--- src/rtl/cmsdk_uart_stimulus.sv ---
// Bench-side UART transmitter: queues bytes in a small FIFO and serialises
// them as 8-bit async frames onto TXD for an MCU receive pin.
module cmsdk_uart_stimulus #(
  parameter int BAUD_DIV  = 16,
  parameter int FIFO_AW   = 2,
  parameter int PARITY_EN = 0,
  parameter int STOP_BITS = 1
) (
  input  logic               CLK,
  input  logic               RESET,
  input  logic [7:0]         WDATA,
  input  logic               WVALID,
  output logic               WREADY,
  output logic               TXD,
  output logic               BUSY,
  output logic               TX_DONE,
  output logic [FIFO_AW:0]   LEVEL
);

  localparam int DEPTH = 1 << FIFO_AW;
  localparam int SLEN  = STOP_BITS * BAUD_DIV;
  localparam int CW    = $clog2(SLEN + 1);

  typedef enum logic [2:0] {
    IDLE, START, DATA, PARITY, STOP
  } state_t;

  state_t            state, state_n;
  logic [CW-1:0]     cnt, cnt_n;
  logic [2:0]        idx, idx_n;
  logic [7:0]        data, data_n;
  logic [7:0]        mem [DEPTH];
  logic [FIFO_AW:0]  wptr, rptr, level_n;
  logic              push, pop, bit_end;
  logic              txd_n, done_n;

  assign push    = WVALID & WREADY;
  assign level_n = LEVEL + (FIFO_AW+1)'(push)
                         - (FIFO_AW+1)'(pop);

  // the stop phase is one long "bit" covering all stop bits
  always_comb begin
    if (state == STOP)
      bit_end = (cnt == CW'(SLEN - 1));
    else
      bit_end = (cnt == CW'(BAUD_DIV - 1));
  end

  always_comb begin
    state_n = state;
    cnt_n   = cnt + 1'b1;
    idx_n   = idx;
    data_n  = data;
    pop     = 1'b0;
    unique case (state)
      IDLE: begin
        cnt_n = '0;
        if (LEVEL != '0) begin
          pop     = 1'b1;
          data_n  = mem[rptr[FIFO_AW-1:0]];
          state_n = START;
        end
      end
      START: begin
        if (bit_end) begin
          cnt_n   = '0;
          idx_n   = '0;
          state_n = DATA;
        end
      end
      DATA: begin
        if (bit_end) begin
          cnt_n = '0;
          idx_n = idx + 3'd1;
          if (idx == 3'd7)
            state_n = (PARITY_EN != 0) ? PARITY : STOP;
        end
      end
      PARITY: begin
        if (bit_end) begin
          cnt_n   = '0;
          state_n = STOP;
        end
      end
      STOP: begin
        if (bit_end) begin
          cnt_n = '0;
          if (LEVEL != '0) begin
            pop     = 1'b1;
            data_n  = mem[rptr[FIFO_AW-1:0]];
            state_n = START;
          end else begin
            state_n = IDLE;
          end
        end
      end
      default: begin
        cnt_n   = '0;
        state_n = IDLE;
      end
    endcase

    unique case (state_n)
      START:   txd_n = 1'b0;
      DATA:    txd_n = data_n[idx_n];
      PARITY:  txd_n = ^data_n;
      default: txd_n = 1'b1;
    endcase
    done_n = (state_n == STOP) && (cnt_n == CW'(SLEN - 1));
  end

  always_ff @(posedge CLK or posedge RESET) begin
    if (RESET) begin
      state   <= IDLE;
      cnt     <= '0;
      idx     <= '0;
      data    <= '0;
      wptr    <= '0;
      rptr    <= '0;
      LEVEL   <= '0;
      WREADY  <= 1'b1;
      BUSY    <= 1'b0;
      TXD     <= 1'b1;
      TX_DONE <= 1'b0;
    end else begin
      state   <= state_n;
      cnt     <= cnt_n;
      idx     <= idx_n;
      data    <= data_n;
      wptr    <= wptr + (FIFO_AW+1)'(push);
      rptr    <= rptr + (FIFO_AW+1)'(pop);
      LEVEL   <= level_n;
      WREADY  <= (level_n != (FIFO_AW+1)'(DEPTH));
      BUSY    <= (state_n != IDLE) || (level_n != '0);
      TXD     <= txd_n;
      TX_DONE <= done_n;
    end
  end

  always_ff @(posedge CLK) begin
    if (push)
      mem[wptr[FIFO_AW-1:0]] <= WDATA;
  end

endmodule

--- config.mk ---
export PLATFORM = sky130hd
export DESIGN_NAME = cmsdk_uart_stimulus
export DESIGN_NICKNAME = d
export VERILOG_FILES = /design/src/rtl/cmsdk_uart_stimulus.sv
export SDC_FILE = /design/constraint.sdc
export NUM_CORES = 1
export LEC_CHECK = 0
export ABC_CLOCK_PERIOD_IN_PS = 6400
export CAP_MARGIN = 10
export CELL_PAD_IN_SITES_DETAIL_PLACEMENT = 0
export CELL_PAD_IN_SITES_GLOBAL_PLACEMENT = 1
export CORE_MARGIN = 2
export CORE_UTILIZATION = 30
export CTS_CLUSTER_SIZE = 16
export DETAILED_ROUTE_END_ITERATION = 6
export GPL_TIMING_DRIVEN = 0
export PLACE_DENSITY = 0.61
export SYNTH_ARGS = -nofsm -noshare
export SYNTH_HDL_FRONTEND = slang
export SYNTH_SLANG_ARGS = --single-unit
--- constraint.sdc ---
create_clock -name CLK -period 6.4 [get_ports CLK]
set_input_delay 1.28 -clock CLK [delete_from_list [all_inputs] [get_ports CLK]]
set_output_delay 1.28 -clock CLK [all_outputs]
set_load 0.01 [all_outputs]
==> metrics.cfg <==
[outcome]
outcome = finished, final reports clean

[global_routing]
grt_usage = 0.107
grt-ovfl-total = 0
first_global_vias = 1651
grt_pass1_wl_mm = 8.27
grt_max_degree = 31
antenna_found_initial = 0

[finish]
post-route-util = 0.371
nNetsFinal = 237
finalNonFillerCells = 353
syn_to_final_growth_pct = 20.4
insertedDiodeCount = 0
drive_gt1_frac = 0.219
multi_input_area_um2 = 1040
seqCellArea_um2 = 1710
final.fill_count = 899

[floorplan]
die_width_um = 101
die_area_um2 = 10300
fp.dieH_um = 101
initial_core_util = 0.308
design.core.area_um2 = 9240
boundaryPins = 18
rows = 35

[route]
wl_per_cell_um = 13.8
drtIter0Drc = 44
num_vias = 1531
wl_met2_mm = 2.40
wl_met1_mm = 2.28
remaining_drc_errors = 0
wl_mm = 4.89
avgViaCountPerCell = 4.34
drtPass1Iterations = 4
wl_met3_um = 155
highest_layer = met4
ant_nets = 0

[cts]
cts_tree = yes
worstSkewPairLatency_ns = 0.33
cts_setup_buffers = 0
cts_resized = 0
htree_levels = 3
clock-sinks = 62
clk_path_buf_depth = 2
clk_pin_slew_worst_paths_ns = 0.07
cts_root_buf = clkbuf_8
numCtsBuffers = 9
hold_buffers = 0

[sta]
drv_slew = 0
finalClockSkew_ns = 0.00908
min_period_ns = 3.34
rsz0062_at_grt = false
finalCritPeriodShare = 0.521
relSlewSlack = 0.490
worst_pin_slew_ns = 0.761
fmax_mhz = 300
final-hold-violation-count = 0
fin_setup_tns_ns = 0
setup_violations = 0
setup_ws_ns = 3.06

[synth]
synth-seq-cells = 62
synthMostInstantiatedCell = edfxtp_1
synth.largest_area_cell = edfxtp_1
yosys.area_share.simple = 0.0844
yosys_warnings = 0
synth_ff_type = edfxtp_1
synth.mux.area_fraction = 0.138
synth_xor_area_frac = 0.0615
yosysSeqAreaShare = 0.602
synth_top_cell_area_share = 0.338
synth_fa_ha_area_frac = 0.0334
yosys.cell_types.count = 45
synth_compound_area_frac = 0.0462
synth.area.top_cells = edfxtp_1, dfrtp_1, mux4_2, mux2_2, xor2_1
synth_edf_count = 32
synth_commonest_cells = edfxtp_1, dfrtp_1, nand2_1
synth_top_family_by_area = multiplexers
syn_area_per_cell_um2 = 15.1
async_reset_ff_frac = 0.484
syn_nets = 206
syn-instance-count = 188
syn_area_um2 = 2850

[power]
p_leak_uw = 0.00131
total_power_uw = 1020
powerDensity_nw_per_um2 = 299
irDropWorstVdd_uv = 185

[min_path]
hold_path.class = register to register
min-delay-start = cnt[0]

[critical_path]
r2r_slack_ns = 3.06
crit_arrival_ns = 3.55
rr_startpoint = cnt[0]
cp-startpoint = cnt[0]
worstPathCellList = ha_1 > nand3_2 > nor2_4 > inv_2 > a2111oi_4 > buf_6 > xnor2_1 > ha_1 > fa_1 > xnor2_1 > xnor2_1 > nor4_1 > nand2_1
required_ns = 6.61
worstSetupPathType = register to register
critical_path_buf_inv_count = 2
crit_fanout = 10
cp_slowest_cell = a2111oi_4
worst_path_dominant_cell_family = adder cells
path_common_cell = xnor2_1
cp-start-kind = register
crit_path_end_kind = register
crit_path_max_incr_delay_ns = 0.64

[flow_run]
maxCapViolCount = 0

[placed_design]
pre_cts_slack_ns = 2.84
hpwl_mm = 3.40
place_congestion = 0.720
port_buffers = 17
dp.cells = 336

[area by class of cell]
class                           instances  area share
Sequential cell                        62       0.500
Multi-Input combinational cell        113       0.303
Timing Repair Buffer                   20      0.0606
Tap cell                              129      0.0471
Clock buffer                            9      0.0361
Clock inverter                          7      0.0241
Buffer                                  7      0.0219
Inverter                                6     0.00657
[report_power, final]
group / total, uW / internal (uW) / switching (uW)
Combinational: 161 / 75.6 / 85.9
Sequential: 507 / 482 / 24.4
Clock: 355 / 185 / 170
[cells by family (layout without fill, tap and decap cells)]
group / after synthesis / after routing
simple gates: 44 / 44
compound gates: 15 / 15
xor+xnor: 20 / 20
buf+inv: 13 / 49
mux: 27 / 27
fa+ha+maj: 7 / 7
flops: 62 / 62
[routing by layer]
layer,GRT usage,vias to the layer above
li1,-,752
met1,0.133,751
met2,0.172,24
met3,0.0373,4
met4,0.0405,0
met5,0,-
[worst register-to-register path, stage by stage, from the launching register on]
cell and delay (ns):
dfrtp_1 0.41, ha_1 0.22, nand3_2 0.11, nor2_4 0.12
inv_2 0.07, a2111oi_4 0.64, buf_6 0.25, xnor2_1 0.08
ha_1 0.20, fa_1 0.37, xnor2_1 0.14, xnor2_1 0.17
nor4_1 0.33, nand2_1 0.10
[path summary, 6_finish.rpt]
kind | end | cells past startpoint
max | BUSY | 13
min | cnt[0] | 1
max reg2reg | BUSY | 13
min reg2reg | cnt[0] | 1
max in group asynchronous | data[7] | 3
min in group asynchronous | state[1] | 2
[cells in the final DEF (no fill, tap or decap), drive strengths merged, types with 7 or more instances in the layout]
cell,count
xnor2,9
xor2,11
inv,8
mux4,8
nor2,9
buf,7
mux2,12
edfxtp,32
nand2,12
clkdlybuf4s50,17
clkbuf,11
dfrtp,28
mux2i,7
[state kept, by name, summed over array words and instances, names as in the netlist]
name,cells
TXD,1
cnt,5
BUSY,1
TX_DONE,1
rptr,2
data,8
state,3
WREADY,1
wptr,2
mem,32
LEVEL,3
idx,3
[stage by stage]
| stage | hold slack [ns] | area (um^2) |
|---|---|---|
| 6_report | 0.507 | 3430 |
| 5_1_grt | 0.539 | 3430 |
| 4_1_cts | 0.504 | 3400 |
| 3_5_place_dp | 0.493 | 3190 |
| 3_3_place_gp | 0.495 | 3180 |
| 2_1_floorplan | 0.450 | 2850 |
(Power assumes the default switching activity.)
